### src/rtl/cpu_pkg.sv
// cpu_pkg: shared opcodes, instruction field positions and fetch state encoding
package cpu_pkg;
  localparam logic [2:0] OP_BRANCH = 3'b101;
  localparam logic [15:0] HALT_WORD = 16'h1FFF;
  localparam int OP_MSB = 15;
  localparam int OP_LSB = 13;
  localparam int TGT_MSB = 12;
  localparam int TGT_LSB = 8;
  localparam int TGT_W = TGT_MSB - TGT_LSB + 1;
  typedef enum logic [1:0] {IDLE, FILL, ISSUE, HALTED} fetch_state_t;
endpackage

### src/rtl/instr_field_decoder.sv
// instr_field_decoder: combinational split of an instruction word into opcode, branch/halt flags and target
module instr_field_decoder
  import cpu_pkg::*;
(
  input  logic [15:0]      instr,
  output logic [2:0]       opcode,
  output logic             isBranch,
  output logic             isHalt,
  output logic [TGT_W-1:0] branchTarget
);
  assign opcode = instr[OP_MSB:OP_LSB];
  assign isBranch = opcode == OP_BRANCH;
  assign isHalt = instr == HALT_WORD;
  assign branchTarget = instr[TGT_MSB:TGT_LSB];
endmodule

### src/rtl/instruction_fetch_unit.sv
// instruction_fetch_unit: pc, two-word ROM prefetch buffer and valid/ready issue with branch and halt handling
module instruction_fetch_unit
  import cpu_pkg::*;
#(
  parameter int ADDR_W = 5,
  parameter int INSTR_W = 16
) (
  input  logic               clk,
  input  logic               reset,
  input  logic               start,
  output logic [ADDR_W-1:0]  readAddress,
  input  logic [INSTR_W-1:0] readData,
  input  logic [INSTR_W-1:0] readData2,
  output logic [INSTR_W-1:0] instr,
  output logic [ADDR_W-1:0]  instrPc,
  output logic               instrValid,
  input  logic               instrReady,
  output logic               isBranch,
  input  logic               branchTaken,
  output logic               halted
);
  fetch_state_t state, state_n;
  logic [ADDR_W-1:0] pc, buf0_pc, buf1_pc;
  logic [INSTR_W-1:0] buf0, buf1;
  logic [1:0] count;
  logic [2:0] dec_op;
  logic dec_branch, dec_halt, hs, take_br;
  logic [TGT_W-1:0] dec_tgt;
  instr_field_decoder u_dec (
    .instr(buf0),
    .opcode(dec_op),
    .isBranch(dec_branch),
    .isHalt(dec_halt),
    .branchTarget(dec_tgt)
  );
  assign readAddress = pc;
  assign instr = buf0;
  assign instrPc = buf0_pc;
  assign instrValid = state == ISSUE;
  assign isBranch = instrValid && (dec_op == OP_BRANCH);
  assign halted = state == HALTED;
  assign hs = instrValid && instrReady;
  assign take_br = hs && dec_branch && branchTaken;
  always_comb begin
    state_n = state;
    if (state == IDLE)
      state_n = start ? FILL : IDLE;
    else if (state == FILL)
      state_n = ISSUE;
    else if (hs)
      state_n = dec_halt ? HALTED : (take_br || count == 2'd1) ? FILL : ISSUE;
  end
  always_ff @(posedge clk) begin
    if (reset) begin
      state <= IDLE;
      pc <= '0;
      count <= '0;
      buf0 <= '0;
      buf1 <= '0;
      buf0_pc <= '0;
      buf1_pc <= '0;
    end else begin
      state <= state_n;
      if (state == FILL) begin
        buf0 <= readData;
        buf0_pc <= pc;
        buf1 <= readData2;
        buf1_pc <= pc + 1'b1;
        count <= 2'd2;
        pc <= pc + 2'd2;
      end else if (hs && dec_halt) begin
        buf0 <= '0;
        buf1 <= '0;
        buf0_pc <= '0;
        buf1_pc <= '0;
        count <= '0;
      end else if (take_br) begin
        // the second buffered word is dropped by emptying the buffer
        count <= '0;
        pc <= dec_tgt;
      end else if (hs) begin
        buf0 <= buf1;
        buf0_pc <= buf1_pc;
        count <= count - 2'd1;
      end
    end
  end
endmodule

### config.mk
export PLATFORM = sky130hd
export DESIGN_NAME = instruction_fetch_unit
export DESIGN_NICKNAME = d
export VERILOG_FILES = /design/src/rtl/cpu_pkg.sv /design/src/rtl/instr_field_decoder.sv /design/src/rtl/instruction_fetch_unit.sv
export SDC_FILE = /design/constraint.sdc
export NUM_CORES = 1
export LEC_CHECK = 0
export CORE_ASPECT_RATIO = 2
export CORE_MARGIN = 2
export CORE_UTILIZATION = 55
export DETAILED_ROUTE_END_ITERATION = 7
export DONT_BUFFER_PORTS = 1
export PLACE_DENSITY = 0.73
export SYNTH_ARGS = -nofsm -noshare
export SYNTH_HDL_FRONTEND = slang
export SYNTH_SLANG_ARGS = --single-unit
### constraint.sdc
create_clock -name clk -period 2 [get_ports clk]
set_clock_uncertainty 0.05 [all_clocks]
set_input_delay 0.3 -clock clk [delete_from_list [all_inputs] [get_ports clk]]
set_output_delay 0.3 -clock clk [all_outputs]
set_load 0.02 [all_outputs]
==> results.py, run 1 <==
metrics = {
    "synth": {
        "ys_async_sr_fraction": 0,
        "yosysTopAreaCell": "dfxtp_1",
        "synth_xor_area_frac": 0.0122,
        "syn_avg_cell_area_um2": 9.02,
        "yosys.cell_types.count": 36,
        "synth-edff-count": 0,
        "ys.flop_type": "dfxtp_1",
        "yosys.area_share.simple": 0.216,
        "ys_top_cells_by_area": "dfxtp_1, a311oi_1, a22o_1",
        "ys_warn_count": 0,
        "netlist.area_leader.share": 0.476,
        "synthAdderAreaFrac": 0.0175,
        "ys_seq_area_frac": 0.476,
        "syn_area_um2": 2150,
        "synthCells": 238,
        "synth.area.mux_share": 0.00524,
        "synth_compound_area_frac": 0.232,
        "syn-num-nets": 278,
        "synth_top_family_by_area": "compound AO/OA/AOI/OAI gates",
        "synth-seq-cells": 51,
    },
    "global_route": {
        "grt_pass1_wl_um": 8680,
        "grt_max_degree": 28,
        "grt_pass1_vias": 1769,
        "grt_overflow": 0,
        "antenna_found_initial": 0,
        "gr-usage-all-layers": 0.276,
    },
    "die": {
        "die_h_um": 92.4,
        "num_rows": 32,
        "fp.dieW_um": 48.2,
        "ios": 66,
        "die_area_um2": 4450,
        "start_util": 0.564,
        "coreArea_um2": 3800,
    },
    "timing": {
        "finalWorstSetupSlack_ns": 0.0145,
        "worst_slew_pin_slew_ns": 0.719,
        "relSlewSlack": 0.519,
        "fin_crit_ns": 1.99,
        "slew_violations": 0,
        "hold_viol": 0,
        "period_share": 0.993,
        "fmax_ghz": 0.504,
        "setup_violations": 0,
        "rsz0062_at_grt": "true",
    },
    "setup_path": {
        "crit_fanout": 6,
        "crit_path_cell_trace": "or4b_1, or4_4, o21a_4, a22o_1",
        "startpoint_type": "register",
        "slowest_stage": "or4b_1",
        "crit_required_ns": 2.15,
        "critical-path-max-stage-delay_ns": 0.52,
        "cp-end-kind": "register",
        "critical_path_buf_inv_count": 0,
        "path_class": "register to register",
        "arrival_ns": 2.14,
        "crit_family": "simple AND/OR/NAND/NOR gates",
    },
    "cells_and_area": {
        "drive_gt1_frac": 0.178,
        "n_fill_cell": 319,
        "final_common_cell": "dfxtp_1",
        "layout_common_cells": "dfxtp_1, nor2_1, buf_4, nand2_1",
        "area_growth_pct": 16.6,
        "diodes": 0,
        "final_cells": 309,
        "finalNetCount": 297,
    },
    "clocking": {
        "cts_max_path_buffers": 2,
        "htree_num_levels": 2,
        "cts_buffers": 5,
        "insertion_delay_ns": 0.30,
        "cts_tree": "done",
        "cts.sinks": 51,
        "root_buffer": "clkbuf_8",
        "path_clk_slew_ns": 0.09,
    },
    "route": {
        "vias": 1884,
        "drtAntennaViolNets": 0,
        "detail_route.iter0.violations": 42,
        "dr.pass1.iters": 4,
        "viasPerCell": 6.10,
        "routed_wl_um": 5620,
        "routedWlPerCell_um": 18.2,
        "drc": 0,
    },
    "pwr": {
        "power.density_nw_per_um2": 955,
        "p_leak_nw": 0.909,
        "power_mw": 2.39,
        "ir_drop_mv": 0.855,
    },
    "min_path": {
        "hold_path.class": "primary input to register",
    },
    "placed_design": {
        "dp_cells": 297,
        "gp_congestion": 0.815,
        "port-buffer-count": 0,
        "pre_cts_ws_ns": 0.0125,
        "dpl.hpwl_um": 3700,
    },
    "outcome": {
        "status": "complete, no violations",
    },
    "job": {
        "drv_cap": 0,
    },
}
==> metrics by stage <==
| step | setup TNS, ns | hold WS (ns) | utilization | area [µm²] |
|---|---|---|---|---|
| after floorplan | -1.46 | 0.376 | - | 2160 |
| after global placement | 0 | 0.317 | 0.618 | 2350 |
| after detailed placement | 0 | 0.321 | 0.618 | 2350 |
| after CTS | 0 | 0.000756 | 0.650 | 2470 |
| after global routing | -0.0785 | 0.000491 | 0.658 | 2500 |
| final | 0 | 0.00372 | 0.658 | 2500 |
==> repair_timing <==
item / CTS / global route
hold buffers: 1 / 1
pin swaps: 1 / 2
setup buffers: 0 / 0
resized for setup: 1 / 2
setup endpoints to repair: 2 / 23
hold endpoints to repair: 7 / 3
gates cloned: 1 / 1
==> metal layers <==
metal  part of all wire  wire [µm]  GRT usage
met3              0.051        284     0.0546
met2               0.54       3040      0.450
met4              0.022        124      0.106
met1               0.39       2170      0.337
met5                  0          0          0
==> worst paths after layout <==
check              from         end  slack, ns  cells after the start
max           instr[14]  buf1_pc[3]       0.01                      4
min               reset  instrPc[4]      0.004                      1
max reg2reg   instr[14]  buf1_pc[3]       0.01                      4
min reg2reg  buf1_pc[0]  buf1_pc[0]       0.42                      1
==> cells in the mapped netlist, types with 3 or more instances <==
cell type	n
dfxtp_1	51
nor2_1	29
nand2_1	26
a311oi_1	23
nand3_1	23
a22o_1	20
clkbuf_1	15
a21oi_1	5
nand3b_1	4
ha_1	3
nand4_1	3
==> sequential cells by signal, summed over array words and instances (netlist names) <==
name         cells
readAddress      5
state            2
instr           16
count            2
instrPc          5
buf1_pc          5
buf1            16
==> worst reg2reg max path: stages (launching register included) <==
cell and delay, ns:
dfxtp_4 0.35, or4b_1 0.52, or4_4 0.48, o21a_4 0.26
a22o_1 0.23
==> layout make-up <==
cell class	instances	area, µm²	area share
flip-flops and latches	51	1030	0.412
clock buffers	8	100	0.0400
multi-input cells	168	1070	0.428
inverters	1	3.75	0.00150
repair buffers	30	234	0.0935
well taps	51	63.8	0.0255
==> logic make-up (layout without fill, tap and decap cells) <==
group | Yosys count | count (layout)
fa+ha+maj | 3 | 3
mux | 1 | 1
xor+xnor | 3 | 3
buf+inv | 21 | 39
simple gates | 98 | 98
compound gates | 61 | 63
flops | 51 | 51
==> power by group <==
group	switching, mW	internal, mW	total (mW)	leakage (nW)
registers	0.0970	1.12	1.22	0.418
logic	0.308	0.214	0.522	0.439
clock network	0.332	0.316	0.649	0.0515
Note: power is estimated with default switching activity, not from simulation.
==> run 2: changes to the inputs <==
==> constraint.sdc (replaced) <==
create_clock -name clk -period 1.8 [get_ports clk]
set_clock_uncertainty 0.05 [all_clocks]
set_input_delay 0.27 -clock clk [delete_from_list [all_inputs] [get_ports clk]]
set_output_delay 0.27 -clock clk [all_outputs]
set_load 0.02 [all_outputs]
==> results.py, run 2 (synthesis results as in run 1) <==
metrics = {
    "placed_design": {
        "gp_congestion": 0.819,
        "dpl.hpwl_um": 3940,
        "dp_cells": 303,
        "port-buffer-count": 0,
        "pre_cts_ws_ns": -0.217,
    },
    "route": {
        "drtAntennaViolNets": 0,
        "drc": 0,
        "routed_wl_um": 5850,
        "dr.pass1.iters": 5,
        "routedWlPerCell_um": 18.7,
        "vias": 1937,
        "detail_route.iter0.violations": 50,
        "viasPerCell": 6.19,
    },
    "setup_path": {
        "slowest_stage": "or4b_4",
        "arrival_ns": 2.13,
        "cp-end-kind": "register",
        "critical-path-max-stage-delay_ns": 0.52,
        "startpoint_type": "register",
        "path_class": "register to register",
        "crit_path_cell_trace": "or4b_4, or4_4, o21a_4, a22o_1",
        "crit_family": "simple AND/OR/NAND/NOR gates",
        "crit_required_ns": 1.95,
        "critical_path_buf_inv_count": 0,
        "crit_fanout": 6,
    },
    "clocking": {
        "cts_tree": "done",
        "insertion_delay_ns": 0.30,
        "post_cts_buffers": 0,
        "htree_num_levels": 2,
        "cts_max_path_buffers": 2,
        "root_buffer": "clkbuf_8",
        "path_clk_slew_ns": 0.09,
        "cts.sinks": 51,
        "cts_buffers": 5,
    },
    "min_path": {
        "hold_path.class": "primary input to register",
    },
    "timing": {
        "setup_violations": 46,
        "period_share": 1.10,
        "finalWorstSetupSlack_ns": -0.185,
        "worst_slew_pin_slew_ns": 1.11,
        "fmax_ghz": 0.504,
        "slew_violations": 0,
        "fin_crit_ns": 1.99,
        "relSlewSlack": 0.260,
        "rsz0062_at_grt": "true",
        "hold_viol": 0,
    },
    "pwr": {
        "netSwitchingPower_mw": 0.811,
        "clkPwrFrac": 0.237,
        "internal_power_mw": 1.77,
        "p_leak_nw": 0.925,
        "combPwrFrac": 0.241,
        "power_mw": 2.58,
        "p_sw_frac": 0.314,
        "ir_drop_mv": 0.788,
        "p_seq_frac": 0.522,
        "power.density_nw_per_um2": 1030,
    },
    "global_route": {
        "grt_overflow": 0,
        "grt_max_degree": 33,
        "grt_pass1_wl_um": 8960,
        "gr-usage-all-layers": 0.283,
        "antenna_found_initial": 0,
        "grt_pass1_vias": 1843,
    },
    "cells_and_area": {
        "final_cells": 313,
        "area_growth_pct": 17.4,
        "final_common_cell": "dfxtp_1",
        "layout_common_cells": "dfxtp_1, buf_4, nor2_1, nand2_1",
        "final_core_util": 0.663,
        "diodes": 0,
        "finalNetCount": 302,
        "drive_gt1_frac": 0.198,
    },
    "die": {
        "num_rows": 32,
        "die_area_um2": 4450,
        "coreArea_um2": 3800,
        "die_h_um": 92.4,
        "fp.dieW_um": 48.2,
        "start_util": 0.564,
        "ios": 66,
    },
    "outcome": {
        "violations": "negative setup slack",
        "status": "finished, violations left",
    },
    "job": {
        "drv_cap": 0,
    },
}
run 2: timing repair:
item,CTS,global route
cloned,2,0
pin swaps,1,4
hold endpoints to repair,28,28
setup endpoints to repair,46,46
resized for setup,2,3
run 2: through the flow:
stage               hold WS, ns  setup TNS [ns]  area [µm²]
floorplan                 0.353           -7.94        2170
detailed placement        0.290           -6.77        2400
CTS                     -0.0280           -7.70        2500
finish                   0.0516           -7.10        2520
global placement          0.287           -4.36        2400
global route             0.0399           -9.03        2520
run 2: final cells by class:
type	instances	area, µm²
multi-input combinational	168	1080
inverter	1	3.75
timing repair buffer	35	269
fill	328	1280
clock buffer	7	76.3
sequential	51	1030
tap	51	63.8
run 2: path summary, 6_finish.rpt:
| kind | startpoint | end | slack (ns) | cells past startpoint |
|---|---|---|---|---|
| max | instr[14] | buf1_pc[2] | -0.19 | 4 |
| min | readData2[13] | buf1[13] | 0.05 | 1 |
| max reg2reg | instr[14] | buf1_pc[2] | -0.19 | 4 |
| min reg2reg | buf1_pc[0] | buf1_pc[0] | 0.42 | 1 |
run 2: power by group through the flow:
stage	sequential, mW	clock (mW)	combinational [mW]
after floorplan	1.44	0	0.311
after global placement	1.37	0	0.582
after detailed placement	1.37	0	0.595
after CTS	1.35	0.627	0.610
after global routing	1.36	0.665	0.681
final	1.35	0.612	0.624
run 2: metal layers:
metal	share of wire	GRT usage	vias to the layer above	routed length [µm]
li1	-	-	934	-
met1	0.38	0.345	929	2200
met2	0.55	0.444	63	3200
met3	0.049	0.0546	11	287
met4	0.027	0.144	0	156
met5	0	0	-	0
==> edit 1, RTL diff (settings of run 2) <==
Encoding of `fetch_state_t`: now one-hot (4 bits for 4 states).
--- a/src/rtl/cpu_pkg.sv
+++ b/src/rtl/cpu_pkg.sv
@@ -9,3 +9,3 @@
   localparam int TGT_W = TGT_MSB - TGT_LSB + 1;
-  typedef enum logic [1:0] {IDLE, FILL, ISSUE, HALTED} fetch_state_t;
+  typedef enum logic [3:0] {IDLE = 4'b0001, FILL = 4'b0010, ISSUE = 4'b0100, HALTED = 4'b1000} fetch_state_t;
 endpackage
Behaviour: same outputs for any inputs over 10 cycles, from zero or initial values and one cycle with reset high; not proved beyond that.
==> edit 1 against run 2 <==
- area after synthesis is 8.4% higher
- die area is 7.8% higher
- sequential cell count is 2 higher
- cell area is 16% higher
- fmax is 0.73% lower
- the flow still finishes with violations (negative setup slack)
- highest routed layer unchanged
- final cell count is 11% higher
- worst setup slack worse by 15 ps
- critical path type is now flip-flop to output pin
- global-route usage is 0.14 points lower
- wire length is 11% higher
- largest cell class unchanged
- total power is 13% lower
==> edit 1: results (changes against run 2) <==
===========================================================================
Met2 routed wirelength ....................................... 3610 microns   was 3200 microns
Routed metal-1 wirelength .................................... 2400 microns   was 2200 microns
Outcome ...................................................... finished, violations left   unchanged
Startpoint of the worst hold path ............................ readData2[9]   was readData2[13]
HPWL Detailed ................................................ 4400 microns   was 3940 microns
Tot GR Track Use .............................................        0.281   was 0.283
# fillers ....................................................          312   was 328
Syn Nets .....................................................          309   was 278
Reg-to-Reg Start .............................................     state[1]   was instr[14]
Standard cell area after detailed placement ..................   2630 sq um   was 2400 sq um
Final WL ..................................................... 6500 microns   was 5850 microns
Routed wire length on met3 ...................................  326 microns   was 287 microns
RD Place Congestion ..........................................        0.831   was 0.819
Vias in the first global route ...............................         2108   was 1843
Multiplexer fraction of the synthesized cell area ............            0   was 0.00524
Largest net degree at the start of global routing ............           49   was 33
Number of setup violations in the final report ...............           34   was 46
Number of unique standard cell types used by synthesis .......           33   was 36
Worst ir drop on vdd .........................................     0.787 mV   was 0.788 mV
Leakage Power ................................................     0.963 nW   was 0.925 nW
Xor/xnor share of the synthesized area .......................       0.0151   was 0.0122
Pre-CTS setup slack ..........................................     -68.2 ps   was -217 ps
Via density per instance .....................................         6.35   was 6.19
Worst Tran Pin Value .........................................       431 ps   was 1110 ps
Worst path setup slack after routing .........................      -200 ps   was -185 ps
Register-to-register setup slack .............................      -160 ps   was -190 ps
Data arrival, critical path ..................................      1680 ps   was 2130 ps
Fraction of final layout cells sized beyond drive strength 1 .        0.284   was 0.198
Synth Area in Compound Gates .................................        0.289   was 0.232
Final-stage net count ........................................          335   was 302
Violated checks .............................................. negative setup slack   unchanged
Worst r2r dst ................................................    instr[14]   was buf1_pc[2]
Post-Route Hold Slack ........................................      42.5 ps   was 51.6 ps
Largest cells by area after synthesis ........................ sky130_fd_sc_hd__dfxtp_1, sky130_fd_sc_hd__a21oi_1, sky130_fd_sc_hd__a311oi_1, sky130_fd_sc_hd__nand2_1, sky130_fd_sc_hd__o211ai_1   was sky130_fd_sc_hd__dfxtp_1, sky130_fd_sc_hd__a311oi_1, sky130_fd_sc_hd__a22o_1, sky130_fd_sc_hd__nand3_1, sky130_fd_sc_hd__nor2_1
Iteration-0 DRC count of the detailed router .................           36   was 50
===========================================================================
edit 1: power by group through the flow:
stage          Sequential, mW  Combinational, mW  Clock [mW]
6_report                 1.26              0.330       0.657
3_3_place_gp             1.29              0.266           0
2_1_floorplan            1.32              0.148           0
4_1_cts                  1.26              0.319       0.666
3_5_place_dp             1.29              0.273           0
5_1_grt                  1.27              0.357       0.699
edit 1: repair_timing:
item                       in CTS  in global routing
hold buffers                    2                  0
pin swaps                       5                 18
setup buffers                   1                  1
resized for setup              23                  8
hold endpoints to repair       48                  0
setup endpoints to repair      28                 50
edit 1: worst max-delay path: stages (launching register included):
cell and delay, ps:
sky130_fd_sc_hd__dfxtp_2 330, sky130_fd_sc_hd__or4b_4 570, sky130_fd_sc_hd__inv_4 90, sky130_fd_sc_hd__buf_6 110, sky130_fd_sc_hd__and4b_2 290
edit 1: worst max-delay path by stage:
stage,cells after the start,endpoint,from
floorplan,5,readAddress[2],state[1]
global placement,4,readAddress[1],state[1]
detailed placement,5,instr[10],instr[15]
CTS,4,isBranch,state[1]
global route,7,instr[2],state[1]
finish,4,isBranch,state[1]
edit 1: per-layer routing:
metal  up-vias  track usage
met1      1077        0.288
met5         -            0
met4         0        0.137
met3        14       0.0606
met2        65        0.524
li1       1054            -
edit 1: cell type report:
type / count / area [sq um] / share of cell area
clock inverters: 1 / 7.51 / 0.00257
flip-flops and latches: 53 / 1070 / 0.366
multi-input cells: 187 / 1270 / 0.437
well taps: 52 / 65.1 / 0.0223
clock buffers: 7 / 76.3 / 0.0261
inverters: 3 / 13.8 / 0.00471
repair buffers: 45 / 412 / 0.141
edit 1: stage by stage:
step	setup TNS [ps]	instances
CTS	-3380	347
global placement	-274	336
finish	-2880	348
floorplan	-2350	269
detailed placement	-982	336
global route	-5690	348
==> edit 2, RTL diff (settings of run 2) <==
Without the edit above. Reset style: asynchronous (`reset`), changed in one clocked block.
--- a/src/rtl/instruction_fetch_unit.sv
+++ b/src/rtl/instruction_fetch_unit.sv
@@ -52,3 +52,3 @@
   end
-  always_ff @(posedge clk) begin
+  always_ff @(posedge clk or posedge reset) begin
     if (reset) begin
Check against the original RTL: differs if reset is asserted again (counterexample within 4 cycles, from zero or initial values and one cycle with reset high); with reset held inactive, the same outputs for 10 cycles.
==> edit 2 against run 2 <==
- area after synthesis increased by 14%
- critical endpoint is now buf1_pc[1]
- cell area rose by 12%
- critical path type unchanged
- non-clock buffer count is 5 lower
- fmax is 15% higher
- via count rose by 3.3%
- sequential share of layout area rose by 4.6 points
- largest cell class is now flip-flops and latches
- highest routed layer unchanged
- wire length decreased by 2.7%
- worst setup slack better by 270 ps
- sequential cell count is the same
Power is not compared: it rests on default switching activity, and its combinational part moved more than twofold at a synthesized area within 25%.
==> edit 2: results (changes against run 2) <==
=====================================================================================================
Share of synthesized area occupied by flip-flops and latches ...........................        0.523   was 0.476
Post-synthesis share of cell area spent on full adders, half adders and majority gates .       0.0154   was 0.0175
Total placed cells including tap cells .................................................          337   was 303
Worst-path fanout max ..................................................................            5   was 6
Xor/xnor share of the synthesized area .................................................       0.0108   was 0.0122
Synth Area in Compound Gates ...........................................................        0.135   was 0.232
Number of standard cells in the final layout excluding fillers .........................          346   was 313
Standard cell area after detailed placement ............................................   2660 sq um   was 2400 sq um
Syn Nets ...............................................................................          314   was 278
Largest cells by area after synthesis .................................................. sky130_fd_sc_hd__dfrtp_1, sky130_fd_sc_hd__nand2_1, sky130_fd_sc_hd__a31oi_1, sky130_fd_sc_hd__nand3_1, sky130_fd_sc_hd__o21ai_0   was sky130_fd_sc_hd__dfxtp_1, sky130_fd_sc_hd__a311oi_1, sky130_fd_sc_hd__a22o_1, sky130_fd_sc_hd__nand3_1, sky130_fd_sc_hd__nor2_1
Slowest cell delay on critical path ....................................................       570 ps   was 520 ps
Period utilisation layout ..............................................................        0.955   was 1.10
# fillers ..............................................................................          390   was 328
FFs w/ async S/R, synth ................................................................         1.00   was 0
Post-Route Hold Slack ..................................................................      29.2 ps   was 51.6 ps
Worst Tran Pin Value ...................................................................       462 ps   was 1110 ps
Number of unique standard cell types used by synthesis .................................           34   was 36
CP max stage cell ...................................................................... sky130_fd_sc_hd__or4_4   was sky130_fd_sc_hd__or4b_4
Data arrival, critical path ............................................................      1850 ps   was 2130 ps
Number of iterations in the first detailed-routing pass ................................            4   was 5
Via density per instance ...............................................................         5.78   was 6.19
Wire length of the first global-routing pass ........................................... 9510 microns   was 8960 microns
Tot GR Track Use .......................................................................        0.254   was 0.283
Pre-CTS setup slack ....................................................................      24.9 ps   was -217 ps
Outcome ................................................................................ finished clean   was finished, violations left
Final-stage net count ..................................................................          331   was 302
Commonest register cell after synthesis ................................................ sky130_fd_sc_hd__dfrtp_1   was sky130_fd_sc_hd__dfxtp_1
Multiplexer fraction of the synthesized cell area ......................................      0.00923   was 0.00524
Register-to-register setup slack .......................................................        80 ps   was -190 ps
Iteration-0 DRC count of the detailed router ...........................................           43   was 50
Wire length per cell ................................................................... 16.5 microns   was 18.7 microns
=====================================================================================================
-- edit 2: cell count changes in the layout (fill, tap and decap cells not counted), sizes merged, moves of 4 or more --
cell	before	now
o21a	5	1
a31oi	2	22
o21ai	3	19
dfrtp	0	51
o22ai	0	6
a22o	20	0
buf	34	29
nand2	26	69
nor2	29	25
dfxtp	51	0
a311oi	23	0
nand3	23	27
-- edit 2: path summary, 6_finish.rpt --
kind	cells after the start	endpoint	start
min in group asynchronous	2	instrPc[0]	reset
max in group asynchronous	3	instr[14]	reset
max reg2reg	5	buf1_pc[1]	instr[13]
max	5	buf1_pc[1]	instr[13]
min	2	buf1[10]	readData2[10]
min reg2reg	1	count[0]	count[0]
-- edit 2: power by group through the flow --
stage / registers (mW) / clock network, mW / logic (mW)
after floorplan: 2.48 / 0 / 1.42
after global placement: 2.24 / 0 / 2.35
after detailed placement: 2.26 / 0 / 2.43
after CTS: 2.25 / 0.943 / 2.46
after global routing: 2.33 / 0.985 / 2.75
final: 2.25 / 0.937 / 2.44
-- edit 2: cell type report --
| type | count | area, sq um | share of cell area |
|---|---|---|---|
| clock buffers | 5 | 68.8 | 0.0244 |
| clock inverters | 3 | 67.6 | 0.0240 |
| inverters | 3 | 11.3 | 0.00400 |
| multi-input cells | 200 | 1050 | 0.372 |
| flip-flops and latches | 51 | 1280 | 0.455 |
| well taps | 54 | 67.6 | 0.0240 |
| repair buffers | 30 | 273 | 0.0969 |
-- edit 2: per-layer routing --
metal	vias to the layer above	routed length, microns	GRT usage
li1	975	-	-
met1	953	1990	0.257
met3	16	243	0.0505
met2	57	3250	0.473
met5	-	0	0
met4	0	208	0.116
-- edit 2: timing repair --
action                     4_1_cts  5_1_grt
setup endpoints to repair        1        3
hold endpoints to repair        21        0
resized for setup                1        2
cloned                           0        0
hold buffers                     1        0
